`src/rtl/sb_tx_msg_arbiter_if.sv`:
```
// Bus between the link-training requesters / sideband serializer and the
// transmit message arbiter.
interface sb_tx_msg_arbiter_if #(
  parameter int N_REQ = 4
) ();
  logic [N_REQ-1:0]      i_req;
  logic [8*N_REQ-1:0]    i_msgcode;
  logic [8*N_REQ-1:0]    i_msgsubcode;
  logic [16*N_REQ-1:0]   i_msginfo;
  logic [N_REQ-1:0]      i_has_data;
  logic [64*N_REQ-1:0]   i_data;
  logic                  i_tx_ready;
  logic                  o_tx_valid;
  logic [63:0]           o_tx_packet;
  logic                  o_tx_is_data;
  logic [N_REQ-1:0]      o_ack;
  logic                  o_busy;
  logic [1:0]            dbg_state;

  // A packet moves on every clock edge where o_tx_valid && i_tx_ready; while
  // valid is high and ready is low the packet and is_data stay unchanged.
  modport master (
    output i_req, i_msgcode, i_msgsubcode, i_msginfo, i_has_data, i_data, i_tx_ready,
    input  o_tx_valid, o_tx_packet, o_tx_is_data, o_ack, o_busy, dbg_state
  );

  modport slave (
    input  i_req, i_msgcode, i_msgsubcode, i_msginfo, i_has_data, i_data, i_tx_ready,
    output o_tx_valid, o_tx_packet, o_tx_is_data, o_ack, o_busy, dbg_state
  );
endinterface

```
`src/rtl/sb_tx_msg_arbiter.sv`:
```
// Round-robin arbiter sharing the sideband TX serializer among link-training
// requesters; sends a header packet, then an optional data packet, then acks.
module sb_tx_msg_arbiter #(
  parameter int N_REQ = 4,
  parameter int PTR_W = (N_REQ > 1) ? $clog2(N_REQ) : 1
) (
  input  logic              i_clk,
  input  logic              i_rst_n,
  sb_tx_msg_arbiter_if.slave bus
);
  typedef enum logic [1:0] {IDLE = 2'd0, HDR = 2'd1, DATA = 2'd2, DONE = 2'd3} state_t;

  state_t             state_q, state_d;
  logic [PTR_W-1:0]   rr_ptr_q, g_q, sel_idx, scan_idx;
  logic               sel_found;
  logic               hd_q;
  logic [63:0]        data_q;
  logic [7:0]         sel_code, sel_sub;
  logic [15:0]        sel_info;
  logic               sel_hd;
  logic [63:0]        sel_data;

  logic               valid_q, valid_d, is_data_q, is_data_d, busy_q, busy_d;
  logic [63:0]        pkt_q, pkt_d;
  logic [N_REQ-1:0]   ack_q, ack_d;

  function automatic logic [63:0] build_hdr(input logic [7:0] code, input logic [7:0] sub,
                                            input logic [15:0] info, input logic hd);
    logic [63:0] h;
    h        = '0;
    h[4:0]   = hd ? 5'b11011 : 5'b10010;
    h[21:14] = code;
    h[39:32] = sub;
    h[55:40] = info;
    h[63]    = ^h[62:0];
    return h;
  endfunction

  // Search from rr_ptr upward; the last winner sits just below rr_ptr.
  always_comb begin
    sel_found = 1'b0;
    sel_idx   = '0;
    scan_idx  = '0;
    for (int i = 0; i < N_REQ; i++) begin
      scan_idx = PTR_W'((int'(rr_ptr_q) + i) % N_REQ);
      if (!sel_found && bus.i_req[scan_idx]) begin
        sel_found = 1'b1;
        sel_idx   = scan_idx;
      end
    end
  end

  always_comb begin
    sel_code = '0;
    sel_sub  = '0;
    sel_info = '0;
    sel_hd   = 1'b0;
    sel_data = '0;
    for (int j = 0; j < N_REQ; j++) begin
      if (sel_idx == PTR_W'(j)) begin
        sel_code = bus.i_msgcode[8*j +: 8];
        sel_sub  = bus.i_msgsubcode[8*j +: 8];
        sel_info = bus.i_msginfo[16*j +: 16];
        sel_hd   = bus.i_has_data[j];
        sel_data = bus.i_data[64*j +: 64];
      end
    end
  end

  always_ff @(posedge i_clk or negedge i_rst_n) begin
    if (!i_rst_n) begin
      state_q  <= IDLE;
      rr_ptr_q <= '0;
      g_q      <= '0;
      hd_q     <= 1'b0;
      data_q   <= '0;
    end else begin
      state_q <= state_d;
      if (state_q == IDLE && sel_found) begin
        g_q    <= sel_idx;
        hd_q   <= sel_hd;
        data_q <= sel_data;
      end
      if (state_q == DONE)
        rr_ptr_q <= (g_q == PTR_W'(N_REQ - 1)) ? '0 : g_q + 1'b1;
    end
  end

  always_comb begin
    state_d = state_q;
    case (state_q)
      IDLE:    if (sel_found) state_d = HDR;
      HDR:     if (bus.i_tx_ready) state_d = hd_q ? DATA : DONE;
      DATA:    if (bus.i_tx_ready) state_d = DONE;
      DONE:    state_d = IDLE;
      default: state_d = IDLE;
    endcase
  end

  // Outputs are computed from the next state so they can be registered
  // without adding a cycle of latency.
  always_comb begin
    valid_d   = (state_d == HDR) || (state_d == DATA);
    is_data_d = (state_d == DATA);
    busy_d    = (state_d != IDLE);
    ack_d     = '0;
    if (state_d == DONE)
      ack_d = {{(N_REQ-1){1'b0}}, 1'b1} << g_q;
    pkt_d = pkt_q;
    if (state_q == IDLE && state_d == HDR)
      pkt_d = build_hdr(sel_code, sel_sub, sel_info, sel_hd);
    else if (state_q == HDR && state_d == DATA)
      pkt_d = data_q;
  end

  always_ff @(posedge i_clk or negedge i_rst_n) begin
    if (!i_rst_n) begin
      valid_q   <= 1'b0;
      is_data_q <= 1'b0;
      busy_q    <= 1'b0;
      pkt_q     <= '0;
      ack_q     <= '0;
    end else begin
      valid_q   <= valid_d;
      is_data_q <= is_data_d;
      busy_q    <= busy_d;
      pkt_q     <= pkt_d;
      ack_q     <= ack_d;
    end
  end

  assign bus.o_tx_valid   = valid_q;
  assign bus.o_tx_is_data = is_data_q;
  assign bus.o_tx_packet  = pkt_q;
  assign bus.o_ack        = ack_q;
  assign bus.o_busy       = busy_q;
  assign bus.dbg_state    = state_q;
endmodule

```
`src/flat_wrapper.sv`:
```
// flat-port wrapper written by rule: the top's interface ports become plain ports
module sb_tx_msg_arbiter_flat 
#(
  parameter int N_REQ = 4,
  parameter int PTR_W = (N_REQ > 1) ? $clog2(N_REQ) : 1
)
  (i_clk, i_rst_n, bus_i_req, bus_i_msgcode, bus_i_msgsubcode, bus_i_msginfo, bus_i_has_data, bus_i_data, bus_i_tx_ready, bus_o_tx_valid, bus_o_tx_packet, bus_o_tx_is_data, bus_o_ack, bus_o_busy, bus_dbg_state);
  sb_tx_msg_arbiter_if #(.N_REQ(N_REQ)) bus_i ();
  input  logic i_clk;
  input  logic i_rst_n;
  input wire logic [$bits(bus_i.i_req)-1:0] bus_i_req;
  input wire logic [$bits(bus_i.i_msgcode)-1:0] bus_i_msgcode;
  input wire logic [$bits(bus_i.i_msgsubcode)-1:0] bus_i_msgsubcode;
  input wire logic [$bits(bus_i.i_msginfo)-1:0] bus_i_msginfo;
  input wire logic [$bits(bus_i.i_has_data)-1:0] bus_i_has_data;
  input wire logic [$bits(bus_i.i_data)-1:0] bus_i_data;
  input wire logic [$bits(bus_i.i_tx_ready)-1:0] bus_i_tx_ready;
  output wire logic [$bits(bus_i.o_tx_valid)-1:0] bus_o_tx_valid;
  output wire logic [$bits(bus_i.o_tx_packet)-1:0] bus_o_tx_packet;
  output wire logic [$bits(bus_i.o_tx_is_data)-1:0] bus_o_tx_is_data;
  output wire logic [$bits(bus_i.o_ack)-1:0] bus_o_ack;
  output wire logic [$bits(bus_i.o_busy)-1:0] bus_o_busy;
  output wire logic [$bits(bus_i.dbg_state)-1:0] bus_dbg_state;
  assign bus_i.i_req = bus_i_req;
  assign bus_i.i_msgcode = bus_i_msgcode;
  assign bus_i.i_msgsubcode = bus_i_msgsubcode;
  assign bus_i.i_msginfo = bus_i_msginfo;
  assign bus_i.i_has_data = bus_i_has_data;
  assign bus_i.i_data = bus_i_data;
  assign bus_i.i_tx_ready = bus_i_tx_ready;
  assign bus_o_tx_valid = bus_i.o_tx_valid;
  assign bus_o_tx_packet = bus_i.o_tx_packet;
  assign bus_o_tx_is_data = bus_i.o_tx_is_data;
  assign bus_o_ack = bus_i.o_ack;
  assign bus_o_busy = bus_i.o_busy;
  assign bus_dbg_state = bus_i.dbg_state;
  sb_tx_msg_arbiter #(.N_REQ(N_REQ), .PTR_W(PTR_W)) u_core (.i_clk(i_clk), .i_rst_n(i_rst_n), .bus(bus_i));
endmodule
```
`config.mk`:
```
export PLATFORM = sky130hd
export DESIGN_NAME = sb_tx_msg_arbiter_flat
export DESIGN_NICKNAME = d
export VERILOG_FILES = /design/src/rtl/sb_tx_msg_arbiter_if.sv /design/src/rtl/sb_tx_msg_arbiter.sv /design/src/flat_wrapper.sv
export SDC_FILE = /design/constraint.sdc
export NUM_CORES = 1
export LEC_CHECK = 0
export ABC_AREA = 0
export BUFFER_PORTS_ARGS = -buffer_cell sky130_fd_sc_hd__buf_2
export CORE_AREA = 2 2 182 184
export DETAILED_ROUTE_END_ITERATION = 7
export DIE_AREA = 0 0 184 186
export HOLD_SLACK_MARGIN = 0.05
export PLACE_DENSITY_LB_ADDON = 0.15
export REMOVE_ABC_BUFFERS = 1
export SETUP_SLACK_MARGIN = 0.4
export SYNTH_ARGS = -nofsm -noshare
export SYNTH_HDL_FRONTEND = slang
export SYNTH_SLANG_ARGS = --single-unit
```
`constraint.sdc`:
```
create_clock -name i_clk -period 5.41 [get_ports i_clk]
set_input_delay 1.082 -clock i_clk [delete_from_list [all_inputs] [get_ports i_clk]]
set_output_delay 1.082 -clock i_clk [all_outputs]
set_load 0.005 [all_outputs]
```
# Word-level counts from Yosys, hierarchy flattened
# Index checks and enable logic that the tools add are counted.
[totals]
register_bits = 142
inputBits = 395
output_inout_bits = 73
elab_cells = 90
[op_classes]
n_addsub = 4
order_cmp = 4
eq_ne = 10
shifts = 1
mux = 46
n_reduce_logical = 15
[op_table]
columns = ["operator", "count"]
rows = [
  ["64-bit 2-to-1 mux", 6],
  ["16-bit 2-to-1 mux", 4],
  ["8-bit 2-to-1 mux", 8],
  ["63-bit XOR reduction", 1],
  ["2-bit 2-to-1 mux", 8],
  ["2-bit equality test, second input constant", 7],
  ["1-bit 2-to-1 mux", 13],
  ["2-bit by 3-bit less-than comparator with 1-bit output, second input constant", 4],
  ["1-bit binary-select mux with 2-bit select", 4],
  ["4-bit 2-to-1 mux", 2],
  ["2-bit case mux with 4 select lines", 1],
  ["2-bit by 1-bit equality test with 1-bit output, second input constant", 3],
  ["1-bit logical AND", 6],
  ["2-bit by 1-bit adder with 2-bit output, second input constant", 2],
  ["2-bit adder, second input constant", 2],
  ["2-bit zero test", 2],
  ["2-bit nonzero test", 2],
  ["1-bit by 2-bit left shift with 4-bit output, first input constant", 1],
  ["1-bit zero test", 3],
  ["1-bit logical OR", 1],
]

# Longest topological paths before layout
[logic_depth]
word_depth = 20
ltp_mapped = 14
mapped_depth_nobuf = 10

# Worst setup path before layout
# OpenSTA, ideal clock, no wires.
[synth_path]
kind = "input -> register"
from = "input port bus_i_req[2]"
to = "register u_core.pkt_q[63] (netlist: u_core.bus.o_tx_packet[63])"
setup_ps = 129
t_arrival_ps = 3679
required_ps = 5281
path_slack_ps = 1603
stages = 10
n_path_buf = 1
cell_sequence = "nor2b_4 -> a21o_1 -> a211oi_4 -> buf_8 -> mux4_1 -> xnor2_2 -> xnor2_1 -> xnor3_1 -> xnor3_1 -> o21ai_1"
[synth_via]
elab_chain_cells = 20
elab_cells_between_ends = 52
classes_between = "5 x eq/ne; 36 x mux; 11 x reduce/logical"
[synth_rtl]
columns = ["item", "line", "source"]
rows = [
  ["start: declaration", "flat_wrapper.sv:11", "input wire logic [$bits(bus_i.i_req)-1:0] bus_i_req;"],
  ["1-bit binary-select mux with 2-bit select", "sb_tx_msg_arbiter.sv:46", "if (!sel_found && bus.i_req[scan_idx]) begin"],
  ["1-bit 2-to-1 mux (not written as such)", "sb_tx_msg_arbiter.sv:46", ""],
  ["1-bit 2-to-1 mux", "sb_tx_msg_arbiter.sv:46", ""],
  ["1-bit zero test", "sb_tx_msg_arbiter.sv:46", ""],
  ["1-bit logical AND", "sb_tx_msg_arbiter.sv:46", ""],
  ["1-bit 2-to-1 mux", "sb_tx_msg_arbiter.sv:46", ""],
  ["1-bit zero test", "sb_tx_msg_arbiter.sv:46", ""],
  ["1-bit logical AND", "sb_tx_msg_arbiter.sv:46", ""],
  ["1-bit 2-to-1 mux", "sb_tx_msg_arbiter.sv:46", ""],
  ["1-bit zero test", "sb_tx_msg_arbiter.sv:46", ""],
  ["1-bit logical AND", "sb_tx_msg_arbiter.sv:46", ""],
  ["2-bit 2-to-1 mux", "sb_tx_msg_arbiter.sv:46", ""],
  ["2-bit zero test", "sb_tx_msg_arbiter.sv:60", "if (sel_idx == PTR_W'(j)) begin"],
  ["1-bit 2-to-1 mux (4 in series)", "sb_tx_msg_arbiter.sv:60", ""],
  ["4-bit 2-to-1 mux", "sb_tx_msg_arbiter.sv:31", "h[4:0] = hd ? 5'b11011 : 5'b10010;"],
  ["63-bit XOR reduction", "sb_tx_msg_arbiter.sv:35", "h[63] = ^h[62:0];"],
  ["64-bit 2-to-1 mux", "sb_tx_msg_arbiter.sv:110", "if (state_q == IDLE && state_d == HDR)"],
  ["end signal: assignment", "sb_tx_msg_arbiter.sv:127", "pkt_q <= pkt_d;"],
  ["end: declaration", "sb_tx_msg_arbiter.sv:24", "logic [63:0] pkt_q, pkt_d;"],
]
# Parallel ways exist; a longest one is shown, timed or not. The select of a mux whose other input is x is not followed.
# A chain may end at the register's enable or synchronous reset.

# Worst setup path after layout
# Same ends and word-level chain as after synthesis.

==> qor.txt <==
Worst-margin pin slew: 0.960 ns
Share of cells above drive strength 1: 36.5%
Ys Warns: 0
Final Max Slew Viols: 0
CTS Root Cell: clkbuf_16
Final hold vios: 0
Clock Path Buffers: 2
Clock skew: 0.0120 ns
Synthesized area per cell: 8.12 µm²
Worst EP required: 5.68 ns
Number of routed nets with antenna violations: 0
Num rows: 66
Area grow syn2layout: 37.7%
Critical Path Fanout Max: 55
CTS H-Tree Depth: 4
Cell mode on critical path: xnor3_1
Synth unique cells: 38
GRT Total Usage: 17.7%
Crit Path Class: in2reg
Register area share after synthesis: 41.0%
Iteration-0 DRC Markers: 417
DIE AREA: 34200 µm²
Dpl cells: 1876
#FFs+latches synth: 142
I/O pins: 468
Setup violators final: 0
RSZ-0062 raised after global routing: no
Max Clk Rate: 249 MHz
Gpl congestion: 0.792
Status: finished clean
Vias per Instance: 4.61
Critical Path Sink Type: flop
CP Data Arrival Time: 4.29 ns
CP startpoint kind: primary input
Crit-path slowest cell: mux4_1
Die Wd: 184 µm
Routed WL per cell: 16.4 µm
Crit-path max cell delay: 0.63 ns
Highest-count cells in the layout ignoring fill and taps: buf_2, nand2_1, o21ai_0, dfrtp_1, nand3_1
DRC viols: 0
Vias in the first global route: 8505
Pleak: 0.00644 µW
Worst-path cell chain: buf_2 -> nor2b_4 -> a21o_1 -> a211oi_4 -> buf_12 -> mux4_1 -> xnor2_1 -> xnor3_1 -> xnor2_1 -> xnor3_1 -> xnor3_1 -> o21ai_1
TNS Setup: 0 ns
Initial Utilization: 26.9%
Rel. slew slack: 36.0%
Core area: 32200 µm²
Hold Crit Class: reg2reg
Post-DP HPWL: 24000 µm
Largest net degree at the start of global routing: 103
CTS resizes: 0
Worst vdd ir: 318 µV
TritonCTS clock tree: built
First-pass GRT wire length: 46500 µm
Initial antenna violation count: 7
Hold buffers post-CTS: 0
Total number of vias: 8791
Most common cell after layout, fill and taps aside: buf_2
IO buf count: 467
Final critical-path required period: 4.02 ns
Die H: 186 µm
Mapped Area: 8670 µm²
Clk slew on worst S/H paths: 0.07 ns
Wirelength, routed: 31400 µm
CP delay by family, top: XOR/XNOR gates
CTS buffer count: 17
DR pass1 iterations: 4
Period utilization: 74.3%
PwrDens: 540 nW/µm²
Num Clock Sinks: 142
Fin cells: 1909
MaxCap Viol Count: 0
Fin nets: 1890
Post-Syn Instances: 1068
Post-CTS setup buffer count: 0
Crit path buf inv count: 2
Clock Latency Late Sink: 0.42 ns
Total gr overflow: 0
## registers in the layout (all words and copies together), names as in the netlist
name	cells
u_core.hd_q	1
u_core.bus.dbg_state	2
u_core.bus.o_busy	1
u_core.bus.o_tx_is_data	1
u_core.data_q	64
u_core.bus.o_tx_valid	1
u_core.rr_ptr_q	2
u_core.bus.o_ack	4
u_core.bus.o_tx_packet	64
u_core.g_q	2
## synthesized netlist by cell type (all sizes together)
master  count  area share [%]
nand2     443              19
o21ai     144             8.3
dfrtp     142              41
clkbuf     71             3.1
nand3      66             3.8
a22oi      35             3.0
a22o       27             2.7
mux2i      26             3.0
mux4       20             5.8
xnor2      18             1.9
buf        13             1.3
mux2       13             1.7
ha          8             1.2
inv         7            0.30
and2        5            0.36
nor2        5            0.22
xor2        5            0.50
xnor3       4             1.0
a21oi       2            0.16
nand2b      2            0.14
nor2b       2            0.23
o22a        2            0.20
or2         2            0.14
a211o       1            0.12
a211oi      1            0.23
a21o        1           0.087
o311a       1            0.12
o31ai       1           0.087
o32a        1            0.13
## worst paths after layout
check                                               start                                endpoint  slack, ns  cells after the start
max                                          bus_i_req[2]  u_core.bus.o_tx_packet[63]$_DFFE_PN0P_       1.39                     12
max reg2reg                u_core.rr_ptr_q[0]$_DFFE_PN0N_  u_core.bus.o_tx_packet[63]$_DFFE_PN0P_       1.82                     11
min in group asynchronous                         i_rst_n            u_core.data_q[5]$_DFFE_PN0P_       0.51                      1
max in group asynchronous                         i_rst_n  u_core.bus.o_tx_packet[55]$_DFFE_PN0P_       3.82                      2
min                         u_core.data_q[26]$_DFFE_PN0P_           u_core.data_q[26]$_DFFE_PN0P_       0.48                      2
min reg2reg                 u_core.data_q[26]$_DFFE_PN0P_           u_core.data_q[26]$_DFFE_PN0P_       0.48                      2
## logic make-up (layout without fill, tap and decap cells)
| kind of cell | after synthesis | count (layout) | synth area share (%) |
|---|---|---|---|
| adder cells (fa/ha/maj) | 8 | 8 | 1.15 |
| AND/OR/NAND/NOR | 525 | 525 | 24.1 |
| XOR/XNOR | 27 | 27 | 3.45 |
| buffers and inverters | 91 | 523 | 4.69 |
| other | 0 | 1 | 0 |
| AO/OA/AOI/OAI | 216 | 216 | 15.2 |
| multiplexers | 59 | 59 | 10.5 |
| flip-flops | 142 | 142 | 41.0 |
## cell type report
cell class / instances / area (µm²)
Antenna cell: 1 / 2.50
Sequential cell: 142 / 3550
Clock inverter: 14 / 146
Multi-Input combinational cell: 835 / 4760
Timing Repair Buffer: 484 / 2510
Fill cell: 3453 / 20300
Tap cell: 408 / 510
Inverter: 7 / 26.3
Clock buffer: 18 / 439
## layer usage
layer  GRT usage (%)  up-vias  routed length (µm)
met2            33.0      302               16200
met3            4.42       31                2060
met4            3.71       10                 368
met5               0        -                  66
li1                -     4456                   -
met1            20.5     3992               12700
## through the flow
step	power (µW)	hold WS [ns]	util [%]	setup slack (ns)	cell area, µm²
after floorplan	4170	0.450	-	-1.87	8290
after global routing	7080	0.497	37.1	1.21	11900
final	6450	0.481	37.1	1.39	11900
after global placement	5320	0.463	35.3	1.01	11400
after CTS	6610	0.486	37.1	1.37	11900
after detailed placement	5400	0.471	35.3	0.928	11400
## worst reg2reg max path, stage by stage, from the launching register on
cell and delay, ns:
dfrtp_1 0.42, nor2b_4 0.06, a21o_1 0.20, a211oi_4 0.36
buf_12 0.30, mux4_1 0.67, xnor2_1 0.23, xnor3_1 0.29
xnor2_1 0.23, xnor3_1 0.26, xnor3_1 0.38, o21ai_1 0.06
## power by group
group	leakage [µW]	internal (µW)	switching [µW]
sequential	0.00180	1520	261
combinational	0.00435	1550	1940
clock	0.000288	664	515
total	0.00644	3740	2720
Power figures use the tool's default switching activity.
